==> src/rtl/uart_rx.sv <==
// uart_rx: 8N1 UART receiver with a two-flop input synchroniser and mid-bit sampling.
// A start bit is accepted only after the line has been seen high in IDLE.
module uart_rx #(
   parameter int CLK_HZ    = 100_000_000,
   parameter int BAUD_RATE = 115_200,
   parameter int CLK_DIV   = CLK_HZ / BAUD_RATE
) (
   input  logic       clk_i,
   input  logic       rst_ni,
   input  logic       rx_i,
   output logic [7:0] data_o,
   output logic       valid_o,
   output logic       frame_err_o,
   output logic       busy_o
);
   localparam logic [15:0] DIV_M1  = 16'(CLK_DIV - 1);
   localparam logic [15:0] HALF_M1 = 16'(CLK_DIV / 2 - 1);

   typedef enum logic [1:0] {IDLE, START, DATA, STOP} state_e;

   state_e      state_q, state_d;
   logic [1:0]  sync_q, sync_d;
   logic [15:0] baud_q, baud_d;
   logic [2:0]  bit_q, bit_d;
   logic [7:0]  shift_q, shift_d;
   logic [7:0]  data_q, data_d;
   logic        armed_q, armed_d;
   logic        valid_q, valid_d;
   logic        ferr_q, ferr_d;
   logic        rx_s, baud_end;

   assign rx_s     = sync_q[1];
   assign baud_end = baud_q == DIV_M1;

   always_comb begin
      state_d = state_q;
      sync_d  = {sync_q[0], rx_i};
      baud_d  = baud_q;
      bit_d   = bit_q;
      shift_d = shift_q;
      data_d  = data_q;
      armed_d = armed_q;
      valid_d = 1'b0;
      ferr_d  = 1'b0;
      unique case (state_q)
         IDLE: begin
            if (rx_s) begin
               armed_d = 1'b1;
            end else if (armed_q) begin
               state_d = START;
               baud_d  = 16'd0;
               armed_d = 1'b0;
            end
         end
         START: begin
            if (baud_q == HALF_M1) begin
               state_d = rx_s ? IDLE : DATA;
               baud_d  = 16'd0;
               bit_d   = 3'd0;
            end else begin
               baud_d = baud_q + 16'd1;
            end
         end
         DATA: begin
            if (baud_end) begin
               shift_d = {rx_s, shift_q[7:1]};
               baud_d  = 16'd0;
               state_d = (bit_q == 3'd7) ? STOP : DATA;
               bit_d   = (bit_q == 3'd7) ? bit_q : bit_q + 3'd1;
            end else begin
               baud_d = baud_q + 16'd1;
            end
         end
         STOP: begin
            if (baud_end) begin
               state_d = IDLE;
               baud_d  = 16'd0;
               data_d  = rx_s ? shift_q : data_q;
               valid_d = rx_s;
               ferr_d  = !rx_s;
            end else begin
               baud_d = baud_q + 16'd1;
            end
         end
         default: state_d = IDLE;
      endcase
   end

   always_ff @(posedge clk_i or negedge rst_ni) begin
      if (!rst_ni) begin
         state_q <= IDLE;
         sync_q  <= 2'b11;
         baud_q  <= 16'd0;
         bit_q   <= 3'd0;
         shift_q <= 8'h00;
         data_q  <= 8'h00;
         armed_q <= 1'b0;
         valid_q <= 1'b0;
         ferr_q  <= 1'b0;
      end else begin
         state_q <= state_d;
         sync_q  <= sync_d;
         baud_q  <= baud_d;
         bit_q   <= bit_d;
         shift_q <= shift_d;
         data_q  <= data_d;
         armed_q <= armed_d;
         valid_q <= valid_d;
         ferr_q  <= ferr_d;
      end
   end

   assign data_o      = data_q;
   assign valid_o     = valid_q;
   assign frame_err_o = ferr_q;
   assign busy_o      = state_q != IDLE;
endmodule
==> config.mk <==
export PLATFORM = sky130hd
export DESIGN_NAME = uart_rx
export DESIGN_NICKNAME = d
export VERILOG_FILES = /design/src/rtl/uart_rx.sv
export SDC_FILE = /design/constraint.sdc
export NUM_CORES = 1
export LEC_CHECK = 0
export ABC_CLOCK_PERIOD_IN_PS = 2900
export CAP_MARGIN = 20
export CORE_MARGIN = 3
export CORE_UTILIZATION = 40
export DETAILED_ROUTE_END_ITERATION = 16
export SETUP_SLACK_MARGIN = 0.5
export SLEW_MARGIN = 20
export SYNTH_ARGS = -nofsm -noshare
export SYNTH_HDL_FRONTEND = slang
export SYNTH_SLANG_ARGS = --single-unit
export TNS_END_PERCENT = 100
==> constraint.sdc <==
create_clock -name clk_i -period 2.9 [get_ports clk_i]
set_input_delay 0.435 -clock clk_i [delete_from_list [all_inputs] [get_ports clk_i]]
set_output_delay 0.435 -clock clk_i [all_outputs]
set_load 0.1 [all_outputs]
==> results of run 1 <==
==> cell families (layout without fill, tap and decap cells) <==
group | Yosys count | after routing
buf+inv | 18 | 35
flops | 42 | 42
xor+xnor | 1 | 1
fa+ha+maj | 4 | 4
compound gates | 36 | 36
simple gates | 64 | 65
mux | 19 | 19
==> critical path: cells and delay by family, from the launching register on <==
kind	cells	cell delay [ns]
buffers and inverters	1	0.20
DFF	1	0.45
and+or+nand+nor	3	1.26
muxes	1	0.31
==> state kept, by name (all words and copies together) (netlist names), named ones only <==
name         cells
armed_q          1
baud_q          16
bit_q            3
data_o           8
frame_err_o      1
shift_q          8
state_q          1
sync_q           2
valid_o          1
==> timing repair <==
item | in CTS | in global routing
gates cloned | 0 | 1
gates resized for setup | 1 | 3
pin swaps | 0 | 4
buffers inserted | 0 | 3
endpoints found under the setup margin | 10 | 20
==> Yosys cell counts, drive strengths merged, types with 2 or more instances <==
library cell  count  area (µm²)
nand2            20        75.1
or4               2        22.5
nor2              6        25.0
o21ai             3        15.0
nand3            11        55.1
inv               8        30.0
a31oi            12        75.1
mux2i             4        40.0
a21oi            12        60.1
and3              6        40.0
mux2             15         199
clkbuf            4        15.0
and4              4        38.8
buf               6        72.6
dfrtp            40        1000
nor4              2        27.5
a41oi             3        26.3
or2b              2        15.0
o22ai             2        18.8
nand4             4        25.0
ha                4        50.1
dfstp             2        52.6
==> power by group <==
group	leakage [nW]	switching [W]	internal, W
logic	0.522	0.000188	0.000126
clock network	0.0441	0.000216	0.000169
registers	0.560	0.0000797	0.000648
==> cell type report <==
type | count | share of cell area (%)
Clock inverter | 3 | 0.905
Multi-Input combinational cell | 125 | 40.4
Inverter | 8 | 1.28
Timing Repair Buffer | 19 | 6.07
Clock buffer | 5 | 2.93
Tap cell | 67 | 3.57
Sequential cell | 42 | 44.9
==> final timing paths <==
kind                                       startpoint                    end  slack [ns]  cells after the start
worst max-delay path            baud_q[3]$_DFFE_PN0P_  data_o[6]$_DFFE_PN0P_        0.58                      5
worst min-delay path                           rst_ni  data_o[4]$_DFFE_PN0P_        0.26                      1
worst max register to register  baud_q[3]$_DFFE_PN0P_  data_o[6]$_DFFE_PN0P_        0.58                      5
worst min register to register    sync_q[0]$_DFF_PN1_    sync_q[1]$_DFF_PN1_        0.35                      0
max in group asynchronous                      rst_ni  baud_q[3]$_DFFE_PN0P_        2.01                      1
min in group clk_i                sync_q[0]$_DFF_PN1_    sync_q[1]$_DFF_PN1_        0.35                      0
==> stage by stage <==
stage          setup slack (ns)  area [µm²]  hold WS [ns]  util (%)  total power [W]
3_3_place_gp              0.426        2200         0.346      45.2          0.00102
3_5_place_dp              0.309        2200         0.355      45.2          0.00103
5_1_grt                   0.494        2350         0.338      48.2          0.00152
2_1_floorplan             0.642        2090         0.139         -         0.000957
4_1_cts                   0.508        2300         0.300      47.2          0.00142
6_report                  0.581        2350         0.263      48.2          0.00143
==> layout by cell type, fill, tap and decap left out, types with 2 or more instances in the layout <==
cell type  count
mux2_4         8
inv_1          8
o21ai_0        3
nand2_1       20
or2b_1         2
buf_4         17
a41oi_1        3
a31oi_1       12
mux2_2         7
or4_4          2
clkbuf_8       5
mux2i_1        4
ha_1           4
and4_2         2
and3_1         4
and4_1         2
and3_2         2
nand3_1       11
nor2_1         5
dfrtp_1       39
a21oi_1       12
nor4_4         2
dfstp_2        2
nand4_1        4
==> per-layer routing <==
metal / part of all wire, % / track usage [%] / vias to the layer above
met3: 3.3 / 3.21 / 10
met4: 2.1 / 6.12 / 0
met5: 0 / 0 / -
met2: 49 / 21.3 / 26
met1: 45 / 16.4 / 712
li1: - / - / 709
==> impl_metrics.ini, run 1 <==
[global_route]
grt_pass1_vias = 1406
antenna_found_initial = 0
grt-ovfl-total = 0
grt_start_max_net_pins = 43
grt_pass1_wl_um = 6510
track_usage_pct = 13.1

[clock_network]
cts_tree = built
postCtsHoldBufs = 0
worstSkewPairLatency_ns = 0.30
htreeDepth = 2
cts.path.max_buffers = 2
path_clk_slew_ns = 0.09
cts.sink_count = 42
cts_root_buffer = clkbuf_8
cts_buffers = 5

[worst_setup_path]
worst-path-max-fanout = 8
cp.arrival_ns = 2.52
cp_slowest_cell = or4_4
critical_path_class = reg -> reg
required_ns = 3.10
cp_slowest_stage_delay_ns = 0.60
end_kind = flop
path_cells = or4_4 > nor4_4 > buf_4 > and4_2 > mux2_4
timing.critical_path.from_type = flop

[logic_synthesis]
synth_mux_area_share_pct = 11.4
async_flop_share_pct = 100
synth.cell_area_um2 = 2090
synthXorXnorAreaFrac_pct = 0.419
synth_top_family_by_area = simple AND/OR/NAND/NOR gates
synth_nets = 191
synthDistinctLibCells = 44
yosysWarnings = 0
synth_flop_cell = dfrtp_1
synth_compound_area_share_pct = 11.0
seq_area_frac_synth_pct = 50.4
synth_seq_cells = 42
synth-edff-count = 0
netlist_instances = 184
synth.avg_cell_area_um2 = 11.3
synth_fa_ha_area_share_pct = 2.40
synthSimpleGateAreaFrac_pct = 18.6

[floorplan]
start_util_pct = 42.8
die_x_um = 78.3
boundaryPins = 14
die_area_um2 = 6120
core_um2 = 4880
rows = 25
die_y_um = 78.3

[drt]
wirelength_um = 3880
wire_per_inst_um = 14.4
viasPerCell = 5.42
dr.pass1.iters = 4
drt-initial-drc-count = 93
vias = 1457
drc_errors = 0
ant_nets = 0

[pwr]
p_per_area_nw_per_um2 = 607
power.leakage_nw = 1.13
ir_drop_v = 0.000393

[placed_design]
dp_cells = 257
io_buffers = 13
place_hpwl_um = 2560
place_congestion = 0.894

[hold_path]
min_path_type = in -> async

[timing]
worst_slew_pin_slew_ns = 0.912
period_share_pct = 79.9
finalCriticalPeriod_ns = 2.32
hold_viol = 0
drv_slew = 0
slew-limit-headroom_pct = 39.2
fin_skew_ns = 0.00857
fmax_mhz = 431
finalSetupViolCount = 0
rsz0062_at_grt = no
setup_tns_ns = 0

[final_layout]
n_antenna_cell = 0
area_delta_synth_final_pct = 12.6
final-seq-area_um2 = 1050
n_fill_cell = 464
multi_input_comb_area_um2 = 950
fin_cells = 269
nNetsFinal = 208
drive_above_1_share_pct = 28.2

[job]
cap_violations = 0

[outcome]
status = completed
(Power assumes the default switching activity.)
==> run 2, diff against run 1 <==
--- a/config.mk
+++ b/config.mk
@@ -5,7 +5,7 @@
 export SDC_FILE = /design/constraint.sdc
 export NUM_CORES = 1
 export LEC_CHECK = 0
-export ABC_CLOCK_PERIOD_IN_PS = 2900
+export ABC_CLOCK_PERIOD_IN_PS = 2300
 export CAP_MARGIN = 20
 export CORE_MARGIN = 3
 export CORE_UTILIZATION = 40
==> constraint.sdc (replaced) <==
create_clock -name clk_i -period 2.3 [get_ports clk_i]
set_input_delay 0.345 -clock clk_i [delete_from_list [all_inputs] [get_ports clk_i]]
set_output_delay 0.345 -clock clk_i [all_outputs]
set_load 0.1 [all_outputs]
==> run 2 against run 1 <==
Effect of this change: first-iteration DRC count rose by 11%; combinational power rose by 79%; worst setup slack worse by 0.41 ns; critical endpoint is now data_o[7]$_DFFE_PN0P_.
==> impl_metrics.ini, run 2 (same netlist as run 1, synthesis figures left out) <==
[timing]
finalCriticalPeriod_ns = 2.13
fin_skew_ns = 0.00683
hold_viol = 0
period_share_pct = 92.7
drv_slew = 0
finalSetupViolCount = 0
fmax_mhz = 469
finalWorstSetupSlack_ns = 0.169
worst_slew_pin_slew_ns = 0.916
slew-limit-headroom_pct = 38.9
setup_tns_ns = 0
rsz0062_at_grt = yes

[clock_network]
worstSkewPairLatency_ns = 0.30
cts_buffers = 5
cts.path.max_buffers = 2
cts_root_buffer = clkbuf_8
htreeDepth = 2
cts.sink_count = 42
cts_tree = built
path_clk_slew_ns = 0.09

[pwr]
ir_drop_v = 0.000535
finalPower_w = 0.00193
p_per_area_nw_per_um2 = 751
power.leakage_nw = 1.23

[final_layout]
drive_above_1_share_pct = 39.4
area_delta_synth_final_pct = 23.3
n_fill_cell = 452
largest_register_ffs = 16
regMostFlops = baud_q
final_cell_mix = dfrtp_1 (39), buf_4 (26), nand2_1 (19), a31oi_1 (12), nand3_1 (9)
n_antenna_cell = 0
nNetsFinal = 222
final_common_cell = dfrtp_1

[outcome]
status = completed

[hold_path]
min_path_type = in -> async

[global_route]
top_usage_layer = met2
grt-ovfl-total = 0
grt_pass1_vias = 1617
track_usage_pct = 15.6
grt_start_max_net_pins = 43
grt_use_met1_pct = 18.5
grt_pass1_wl_um = 7650
grt_use_met3_pct = 4.01
antenna_found_initial = 0
grt_use_met2_pct = 27.0

[worst_setup_path]
r2r_setup_slack_ns = 0.17
required_ns = 2.48
timing.critical_path.from_type = flop
critPathTopFamily = simple AND/OR/NAND/NOR gates
cp_slowest_stage_delay_ns = 0.58
worst-path-max-fanout = 9
cp.arrival_ns = 2.31
cp_slowest_cell = or4_4
critical_path_class = reg -> reg
path_buf_inv = 0
path_cells = or4_4 > nor4_4 > and4_4 > mux2_4
end_kind = flop

[floorplan]
start_util_pct = 42.8
core_um2 = 4880
die_area_um2 = 6120
die_y_um = 78.3
die_x_um = 78.3
boundaryPins = 14
rows = 25

[placed_design]
place_hpwl_um = 2950
io_buffers = 13
place_congestion = 0.847
post-place-ws_ns = 0.0817

[drt]
dr.pass1.iters = 5
ant_nets = 0
wire_per_inst_um = 15.5
drt-initial-drc-count = 103
vias = 1571
drc_errors = 0
wirelength_um = 4390
viasPerCell = 5.55

[job]
cap_violations = 0
[run 2: changes by cell type in the layout (fill, tap and decap cells not counted), sizes merged]
cell	previous run	this run
clkinvlp	1	2
clkbuf	5	6
nand3b	1	2
inv	8	7
buf	18	31
and4	5	4
[run 2: stage by stage]
stage          hold slack (ns)  util (%)  std cells  cell area (µm²)
3_5_place_dp             0.349      47.7        264             2330
4_1_cts                  0.211      52.1        282             2540
3_3_place_gp             0.347      47.7        264             2330
2_1_floorplan           0.0494         -        184             2160
6_report                 0.177      52.8        283             2570
5_1_grt                  0.250      52.8        283             2570
[run 2: repair_timing]
action	4_1_cts	5_1_grt
setup buffers	8	1
pin swaps	7	5
gates resized for setup	6	6
gates cloned	2	0
endpoints found under the hold margin	0	0
hold buffers	0	0
setup endpoints to repair	39	40
[run 2: worst paths after layout]
path / from / endpoint / cells after the start
min in group clk_i: sync_q[0]$_DFF_PN1_ / sync_q[1]$_DFF_PN1_ / 0
max in group asynchronous: rst_ni / asynchronous set/reset pin / 1
hold reg to reg: sync_q[0]$_DFF_PN1_ / sync_q[1]$_DFF_PN1_ / 0
hold / removal: rst_ni / state_q[0]$_DFFE_PN0P_ / 1
setup / recovery: baud_q[13]$_DFFE_PN0P_ / data_o[7]$_DFFE_PN0P_ / 4
setup reg to reg: baud_q[13]$_DFFE_PN0P_ / data_o[7]$_DFFE_PN0P_ / 4
[run 2: layout make-up]
type | instances | area, µm² | area share, %
timing repair buffer | 33 | 289 | 11.2
sequential | 42 | 1050 | 41.0
inverter | 8 | 33.8 | 1.31
multi-input combinational | 125 | 1020 | 39.7
tap | 67 | 83.8 | 3.26
clock inverter | 3 | 21.3 | 0.826
clock buffer | 5 | 68.8 | 2.67
[run 2: layer usage]
metal / wire length, µm / vias up / share of wire (%)
li1: - / 736 / -
met1: 1820 / 783 / 42
met2: 2310 / 45 / 53
met3: 210 / 7 / 4.8
met4: 46 / 0 / 1.0
met5: 0 / - / 0
[run 2: worst register-to-register path, delay by kind of cell (launching register included)]
kind          cells  cell delay, ns
simple gates      3            1.30
mux               1            0.33
flops             1            0.39
[run 2: where the power goes]
group	switching, W	total (W)	internal (W)
combinational	0.000315	0.000563	0.000248
clock	0.000266	0.000479	0.000213
sequential	0.0000766	0.000891	0.000815
total	0.000658	0.00193	0.00128
==> run 3, diff against run 2 <==
--- a/config.mk
+++ b/config.mk
@@ -8,8 +8,9 @@
 export ABC_CLOCK_PERIOD_IN_PS = 2300
 export CAP_MARGIN = 20
 export CORE_MARGIN = 3
-export CORE_UTILIZATION = 40
+export CORE_UTILIZATION = 25
 export DETAILED_ROUTE_END_ITERATION = 16
+export DONT_BUFFER_PORTS = 1
 export SETUP_SLACK_MARGIN = 0.5
 export SLEW_MARGIN = 20
 export SYNTH_ARGS = -nofsm -noshare
==> run 3 against run 2 <==
Effect of this change: flip-flop and latch count unchanged; fmax is 2.0% lower; critical path type unchanged; combinational power rose by 0.9%; global-route usage decreased by 6.2 points.
==> impl_metrics.ini, run 3 (same netlist as run 1, synthesis figures left out) <==
[worst_setup_path]
critical_path_class = reg -> reg
required_ns = 2.48
crit_end = data_o[2]$_DFFE_PN0P_
critPathLaunch = baud_q[12]$_DFFE_PN0P_
timing.critical_path.from_type = flop
timing.rr.start = baud_q[12]$_DFFE_PN0P_
reg2regPathDepth = 5
worst-path-max-fanout = 5
end_kind = flop
path_cells = or4_4 > nor4_4 > buf_4 > and4_4 > mux2_4
cp_slowest_stage_delay_ns = 0.57
cp.arrival_ns = 2.36
r2r_setup_slack_ns = 0.13
cp_slowest_cell = or4_4
rr_endpoint = data_o[2]$_DFFE_PN0P_

[floorplan]
die_y_um = 97.4
rows = 32
core_um2 = 7930
die_area_um2 = 9490
boundaryPins = 14
start_util_pct = 26.3
die_x_um = 97.4

[drt]
wirelength_um = 4450
vias = 1504
drc_errors = 0
drt-initial-drc-count = 103
viasPerCell = 4.81
dr.pass1.iters = 4
wire_per_inst_um = 14.2
ant_nets = 0

[placed_design]
placed_area_um2 = 2300
place_hpwl_um = 2650
dp_cells = 290
place_congestion = 0.742
io_buffers = 0

[clock_network]
htreeDepth = 2
cts.path.max_buffers = 2
cts_buffers = 5
cts_root_buffer = clkbuf_8
cts.sink_count = 42
cts_tree = built
worstSkewPairLatency_ns = 0.30
path_clk_slew_ns = 0.09

[pwr]
power.leakage_nw = 1.22
p_per_area_nw_per_um2 = 747
ir_drop_v = 0.000226

[outcome]
status = completed

[timing]
rsz0062_at_grt = yes
hold_viol = 0
slew-limit-headroom_pct = 39.6
worst_slew_pin_slew_ns = 0.906
drv_slew = 0
finalSetupViolCount = 0
period_share_pct = 94.6
setup_tns_ns = 0
fin_skew_ns = 0.00761
finalCriticalPeriod_ns = 2.17
fmax_mhz = 460

[global_route]
grt_start_max_net_pins = 43
grt-ovfl-total = 0
track_usage_pct = 9.36
grt_pass1_vias = 1420
antenna_found_initial = 0
grt_pass1_wl_um = 7160

[job]
cap_violations = 0

[final_layout]
final_common_cell = dfrtp_1
regMostFlops = baud_q
n_antenna_cell = 0
final_area_um2 = 2620
area_delta_synth_final_pct = 25.6
final_cell_mix = dfrtp_1 (39), buf_4 (19), nand2_1 (18), a31oi_1 (12), nand3_1 (9)
largest_register_ffs = 16
fin_cells = 313
drive_above_1_share_pct = 38.9
nNetsFinal = 217

[hold_path]
min_path_type = in -> reg
worstHoldStart = rx_i
==> run 3: per-layer routing <==
layer | GRT usage [%] | wire [µm]
met5 | 0 | 0
met1 | 12.5 | 2070
met4 | 3.09 | 29
met2 | 14.4 | 2170
met3 | 2.87 | 180
==> run 3: area by class of cell <==
type                    count  area (µm²)
flip-flops and latches     42        1050
clock inverters             3        21.3
multi-input cells         126        1040
fillers                   780        5310
clock buffers               5        68.8
inverters                   8        33.8
well taps                 102         128
repair buffers             27         277
==> run 3: critical path: cells and delay by family (launching register included) <==
family	cells	cell delay, ns
multiplexers	1	0.32
buffers and inverters	1	0.18
flip-flops	1	0.39
AND/OR/NAND/NOR	3	1.17
==> run 3: metrics by stage <==
step | setup WS, ns | utilization (%) | power, W | hold slack [ns]
after detailed placement | 0.0846 | 29.1 | 0.00138 | 0.0503
final | 0.125 | 33.1 | 0.00196 | 0.0394
after floorplan | 0.0426 | - | 0.00124 | 0.0494
after CTS | 0.132 | 31.5 | 0.00190 | 0.0329
after global placement | 0.109 | 29.1 | 0.00138 | 0.0503
after global routing | 0.0826 | 33.1 | 0.00208 | 0.0231
==> run 3: where the power goes <==
part / total, W / switching [W] / internal, W
clock network: 0.000495 / 0.000281 / 0.000214
registers: 0.000897 / 0.0000819 / 0.000815
logic: 0.000568 / 0.000314 / 0.000254
total: 0.00196 / 0.000677 / 0.00128
==> run 3: how the worst min path moves through the flow <==
stage	end	cells after the start	slack, ns
2_1_floorplan	asynchronous set/reset pin	0	0.05
4_1_cts	sync_q[0]$_DFF_PN1_	0	0.03
3_5_place_dp	data_o[6]$_DFFE_PN0P_	0	0.05
3_3_place_gp	data_o[6]$_DFFE_PN0P_	0	0.05
6_report	sync_q[0]$_DFF_PN1_	0	0.04
5_1_grt	sync_q[0]$_DFF_PN1_	0	0.02
==> run 3: what timing repair did <==
item / 4_1_cts / 5_1_grt
gates cloned: 2 / 2
pin swaps: 4 / 6
buffers inserted: 5 / 4
hold buffers: 2 / 0
setup endpoints to repair: 39 / 40
hold endpoints to repair: 42 / 0
gates resized for setup: 4 / 10
